$ cat src/rtl/tdm_mux_8x1.sv
// tdm_mux_8x1: eight-channel round-robin merger with one word of buffering
// per channel. The merged stream carries a 3-bit channel tag (out_sel) for
// the downstream 1x8 demux.
//
// Handshake semantics, input and output sides alike: a word moves on a rising
// clock edge exactly when valid and ready are both high at that edge. While
// valid is high and ready is low, the producer holds its word and valid stable.
// in_ready is derived only from registered state and en. out_ready only
// affects state, so no input reaches out_* through combinational logic.
module tdm_mux_8x1 #(
  parameter int DW = 1
) (
  input  logic            clk,
  input  logic            rst,
  input  logic            en,
  input  logic [7:0]      in_valid,
  input  logic [8*DW-1:0] in_data,
  output logic [7:0]      in_ready,
  output logic            out_valid,
  output logic [DW-1:0]   out_data,
  output logic [2:0]      out_sel,
  input  logic            out_ready
);

  logic [7:0]    full;
  logic [DW-1:0] data_buf [8];
  logic [2:0]    ptr;

  logic [2:0]    grant;
  logic          grant_found;
  logic          load;
  logic [7:0]    accept;
  logic [7:0]    clear_mask;

  // A channel can take a word only while its single buffer entry is empty.
  assign in_ready = {8{en}} & ~full;
  assign accept   = in_valid & in_ready;

  // Round-robin search: the first full channel at or after ptr wins.
  always_comb begin
    grant       = ptr;
    grant_found = 1'b0;
    for (int k = 0; k < 8; k++) begin
      if (!grant_found && full[ptr + 3'(k)]) begin
        grant       = ptr + 3'(k);
        grant_found = 1'b1;
      end
    end
  end

  // Load the output register when something is buffered and it is free or draining.
  assign load       = en & (|full) & (~out_valid | out_ready);
  assign clear_mask = load ? (8'b1 << grant) : 8'b0;

  // Buffer entries, round-robin pointer and the output register.
  always_ff @(posedge clk or posedge rst) begin
    if (rst) begin
      full      <= 8'b0;
      ptr       <= 3'd0;
      out_valid <= 1'b0;
      out_data  <= '0;
      out_sel   <= 3'd0;
      for (int i = 0; i < 8; i++) begin
        data_buf[i] <= '0;
      end
    end else begin
      // A full channel is never ready, so accept and clear never hit the same bit.
      for (int i = 0; i < 8; i++) begin
        if (accept[i]) begin
          data_buf[i] <= in_data[i*DW +: DW];
        end
      end
      full <= (full & ~clear_mask) | accept;

      if (load) begin
        out_data  <= data_buf[grant];
        out_sel   <= grant;
        out_valid <= 1'b1;
        ptr       <= grant + 3'd1;
      end else if (out_valid && out_ready) begin
        // Drained with nothing to follow: data and tag keep their last values.
        out_valid <= 1'b0;
      end
    end
  end

endmodule

$ cat config.mk
export PLATFORM = sky130hd
export DESIGN_NAME = tdm_mux_8x1
export DESIGN_NICKNAME = d
export VERILOG_FILES = /design/src/rtl/tdm_mux_8x1.sv
export SDC_FILE = /design/constraint.sdc
export NUM_CORES = 1
export LEC_CHECK = 0
export ABC_CLOCK_PERIOD_IN_PS = 4950
export CAP_MARGIN = 30
export CORE_MARGIN = 2
export CORE_UTILIZATION = 31
export CTS_BUF_LIST = sky130_fd_sc_hd__clkbuf_16
export DETAILED_ROUTE_END_ITERATION = 8
export DONT_BUFFER_PORTS = 1
export REMOVE_ABC_BUFFERS = 1
export SYNTH_ARGS = -nofsm -noshare
export SYNTH_HDL_FRONTEND = slang
export SYNTH_SLANG_ARGS = --single-unit
$ cat constraint.sdc
create_clock -name clk -period 4.95 [get_ports clk]
set_input_delay 0.7425 -clock clk [delete_from_list [all_inputs] [get_ports clk]]
set_output_delay 0.7425 -clock clk [all_outputs]
set_load 0.02 [all_outputs]
## After elaboration in Yosys (flattened, before gate mapping)

Cells that the tools add are included.

| operators by class | value |
|---|---|
| reduce and logical (&&, ||, !) cells | 17 |
| multipliers | 0 |
| bitwise gates (word level) | 11 |
| $add $sub $neg | 8 |
| shifts and indexed selects | 1 |
| $lt $le $gt $ge | 9 |
| div/mod/pow operators | 0 |
| equality and inequality tests | 0 |
| mux-type cells | 36 |

Operators by type and width:

| operator | number |
|---|---|
| 3-bit by 4-bit < comparator with 1-bit output, second input constant | 8 |
| 1-bit binary-select mux with 3-bit select | 9 |
| 8-bit bitwise AND | 3 |
| 3-bit two-way mux | 7 |
| 1-bit two-way mux | 19 |
| 8-bit inverter | 2 |
| 3-bit adder, second input constant | 4 |
| 1-bit logical AND | 8 |
| 8-bit two-way mux | 1 |
| 8-bit OR | 1 |
| 8-bit OR reduction | 1 |
| 1-bit by 3-bit left shift with 8-bit output, first input constant | 1 |
| 1-bit logical NOT | 7 |
| 3-bit by 1-bit adder with 3-bit output, second input constant | 2 |
| 3-bit by 2-bit adder with 3-bit output, second input constant | 2 |
| 4-bit greater-or-equal comparator, second input constant | 1 |
| 3-bit inverter with 4-bit output | 1 |
| 1-bit bitwise AND | 2 |
| 2-bit nonzero test | 1 |
| 1-bit inverter | 1 |
| 1-bit OR | 1 |

| word-level totals | value |
|---|---|
| input bits | 20 |
| ROM bits | 0 |
| logic and storage cells | 95 |
| RAM bits | 0 |
| register bits after elaboration | 24 |
| bits in latches | 0 |
| output and inout port bits | 13 |
| memories kept | 0 |

## Logic depth before layout (Yosys ltp)

| depth | value |
|---|---|
| depth in word-level cells | 29 |
| mapped depth | 17 |
| gate-level depth less buffers | 13 |

## Least setup slack after synthesis

OpenSTA, ideal clock, no wires.

| timing path | value |
|---|---|
| path type | flip-flop to flip-flop |
| start point | reg ptr[0] |
| end point | reg out_data |
| setup slack | 1483 ps |
| data required time | 4828 ps |
| clock period less this slack | 3467 ps |
| library setup time | 122 ps |
| buffers on the path | 3 |
| data arrival time | 3344 ps |
| stages on the path, launching flop included | 15 |
| cells stage by stage | dfrtp_1 > buf_6 > inv_2 > ha_1 > buf_6 > buf_8 > mux2_1 > nor3_1 > a221oi_2 > nor3b_4 > a31oi_2 > xnor2_2 > mux4_2 > a21oi_1 > a21oi_1 |

| on the way | value |
|---|---|
| cells in the longest elaborated chain, start to end | 28 |
| elaborated cells on any way between the ends | 55 |
| those cells by class | 7 x add/sub; 33 x mux; 1 x bitwise; 14 x reduce/logical |

RTL lines:

| what | RTL line | RTL |
|---|---|---|
| from (decl) | 27 | `logic [2:0] ptr;` |
| from (signal assigned) | 79 | `ptr <= grant + 3'd1;` |
| parallel branches: the longest is 23 deep, another holds 3-bit by 1-bit adder with 3-bit output | -- |  |
| 3-bit two-way mux (*) | 44 | `if (!grant_found && full[ptr + 3'(k)]) begin` |
| 3-bit inverter with 4-bit output (implied by the code) (*) | 76 | `out_data <= data_buf[grant];` |
| 1-bit binary-select mux with 3-bit select (*) | 76 |  |
| 1-bit two-way mux (implied by the code) (*) (2 in a row) | 76 |  |
| to (signal assigned) | 76 |  |
| to (decl) | 20 | `output logic [DW-1:0] out_data,` |

Every way passes the cells marked *. The select of a mux whose other input is x is not followed.
A chain may end at the register's enable or synchronous reset.

## Final worst setup path

Ends and elaborated chain as after synthesis.

==> impl_metrics.env <==
export IMPL_cts_hold_buf=0
export IMPL_synth_edff_count=0
export IMPL_hold_end="data_buf[2]"
export IMPL_slew_headroom=0.386
export IMPL_skew_ns=0.00133
export IMPL_finalCritPeriodShare=0.843
export IMPL_vias=1703
export IMPL_tns_ns=0
export IMPL_area_growth_pct=3.00
export IMPL_die_h_um=90.0
export IMPL_path_cells="buf_4 > inv_2 > ha_1 > mux4_2 > mux2_4 > nand3_1 > o21a_1 > o311ai_0 > a22oi_2 > mux4_1 > nand2_1 > a21oi_1"
export IMPL_wl_per_cell_um=17.2
export IMPL_wl_um=5230
export IMPL_synthArstFlopShare=1.00
export IMPL_diodes=0
export IMPL_r2r_start="ptr[0]"
export IMPL_crit_start="ptr[0]"
export IMPL_clk_latency_ns=0.26
export IMPL_cts_buffers=3
export IMPL_pin_count=33
export IMPL_clockBufferDepth=2
export IMPL_synth_cells=215
export IMPL_clkSinkCount=24
export IMPL_clockRootBuffer="clkbuf_16"
export IMPL_drv_cap=0
export IMPL_cts_tree="yes"
export IMPL_drt_iter0_markers=82
export IMPL_grt_usage=0.131
export IMPL_finalSetupViolations=0
export IMPL_die_w_um=90.0
export IMPL_grt_pass1_wl_um=8800
export IMPL_place_hpwl_um=3900
export IMPL_reg2reg_depth=12
export IMPL_fmax_ghz=0.240
export IMPL_cp_required_ns=5.09
export IMPL_hold_viol=0
export IMPL_tightest_slew_ns=0.921
export IMPL_max_stage_delay_ns=0.70
export IMPL_postCtsSetupRepairBufs=0
export IMPL_ys_warn_count=0
export IMPL_grt_setup_unrepaired="no"
export IMPL_start_kind="register"
export IMPL_path_clk_slew_ns=0.06
export IMPL_synthTopCellsByArea="dfrtp_1, mux4_2, mux2i_1, mux4_1, nand2_1"
export IMPL_slew_violations=0
export IMPL_die_area_um2=8100
export IMPL_status="complete, no violations"
export IMPL_min_from="data_buf[2]"
export IMPL_cts_resized=0
export IMPL_via_per_inst=5.60
export IMPL_nets=229
export IMPL_ys_types=65
export IMPL_worst_setup_path_end_kind="register"
export IMPL_r2r_end="out_data"
export IMPL_synth_area_um2=2290
export IMPL_arrival_ns=4.31
export IMPL_hold_depth=1
export IMPL_r2r_slack_ns=0.78
export IMPL_ys_seq_elements=24
export IMPL_yosysTopAreaCell="dfrtp_1"
export IMPL_grt_max_degree=25
export IMPL_slowest_stage="ha_1"
export IMPL_core_area_um2=7210
export IMPL_rows=31
export IMPL_route_detailed_drc=0
export IMPL_globalRouteOverflowTotal=0
export IMPL_drive_gt1_frac=0.229
export IMPL_first_pass_iters=4
export IMPL_htreeDepth=1
export IMPL_portBuffers=0
export IMPL_min_path_type="register to register"
export IMPL_grt_pass1_vias=1789
export IMPL_antenna_found_initial=0
export IMPL_synth_top_area_share=0.262
export IMPL_critPathMaxFanout=16
export IMPL_ys_seq_area_frac=0.262
export IMPL_criticalPathCategory="register to register"
export IMPL_postRouteAntennaNets=0
export IMPL_min_period_ns=4.17
export IMPL_synthFlopType="dfrtp_1"
export IMPL_start_util=0.318
export IMPL_gp_congestion=0.880
export IMPL_syn_avg_cell_area_um2=10.7
-- through the flow --
stage / instances / util / hold WS, ns / setup WS [ns] / cell area [um^2]
2_1_floorplan: 197 / - / 0.470 / 0.890 / 2130
3_3_place_gp: 300 / 0.317 / 0.485 / 0.861 / 2280
3_5_place_dp: 300 / 0.317 / 0.493 / 0.761 / 2280
4_1_cts: 304 / 0.327 / 0.506 / 0.766 / 2360
5_1_grt: 304 / 0.327 / 0.540 / 0.498 / 2360
6_report: 304 / 0.327 / 0.504 / 0.779 / 2360
-- worst max-delay path by stage --
stage                    end  slack [ns]  cells past startpoint
finish              out_data        0.78                     12
detailed placement  out_data        0.76                     12
floorplan           out_data        0.89                     11
CTS                 out_data        0.77                     12
global route        out_data        0.50                     12
global placement    out_data        0.86                     12
-- cell families after synthesis --
logic type	count (synthesis)	synth area share
xor+xnor	7	0.0382
flops	24	0.262
simple gates	68	0.146
buf+inv	25	0.0835
compound gates	43	0.157
fa+ha+maj	3	0.0164
mux	45	0.298
-- routing by layer --
| layer | up-vias | wire [um] | GRT usage |
|---|---|---|---|
| li1 | 784 | - | - |
| met1 | 845 | 2190 | 0.167 |
| met2 | 67 | 2640 | 0.231 |
| met3 | 7 | 349 | 0.0201 |
| met4 | 0 | 55 | 0.0372 |
| met5 | - | 0 | 0 |
-- sequential cells by signal, indices dropped and copies added (netlist names) --
register and flops:
out_sel 3, out_valid 1, out_data 1, full 8
ptr 3, data_buf 8
-- synth_stat cells (2+ instances only) --
cell       n
mux2_1     3
o21ai_0    6
o31ai_1    2
nand3_1    4
nor2b_1    8
a21oi_1    8
inv_1      5
a32oi_1    2
clkbuf_8   2
buf_4      2
nand2_1   34
dfrtp_1   24
nor4_1     2
buf_2      6
mux2i_1   14
ha_1       3
mux4_2     9
nor3_1     3
a211o_1    3
buf_6      4
xnor2_1    4
nor2_1     7
mux4_1     5
o21ai_1    4
mux2_2    11
-- placed cells by master, fill, tap and decap left out, drive strengths merged, types with 4 or more instances in the layout --
cell   netlist  final
nand2       35     35
nor2         8      8
nor2b        8      8
dfrtp       24     24
mux2        15     15
mux2i       16     16
nand3        4      4
inv          6      6
mux4        14     14
xnor2        5      5
o21ai       11     11
buf         14      4
a21oi        8      8
-- layout make-up --
| cell class | count | area (um^2) |
|---|---|---|
| Tap cell | 99 | 124 |
| Clock inverter | 1 | 3.75 |
| Fill cell | 755 | 4850 |
| Timing Repair Buffer | 4 | 30.0 |
| Multi-Input combinational cell | 166 | 1500 |
| Inverter | 7 | 27.5 |
| Sequential cell | 24 | 601 |
| Clock buffer | 3 | 75.1 |
-- critical path, delay by kind of cell (launching register included) --
family | cells | cell delay, ns
AND/OR/NAND/NOR | 2 | 0.17
buffers and inverters | 2 | 0.42
adder cells (fa/ha/maj) | 1 | 0.70
multiplexers | 3 | 1.59
flip-flops | 1 | 0.32
AO/OA/AOI/OAI | 4 | 0.85
Power is left out: the tool's default activity adds up to more than one toggle a clock period on the data nets, which glitch-free logic cannot reach.
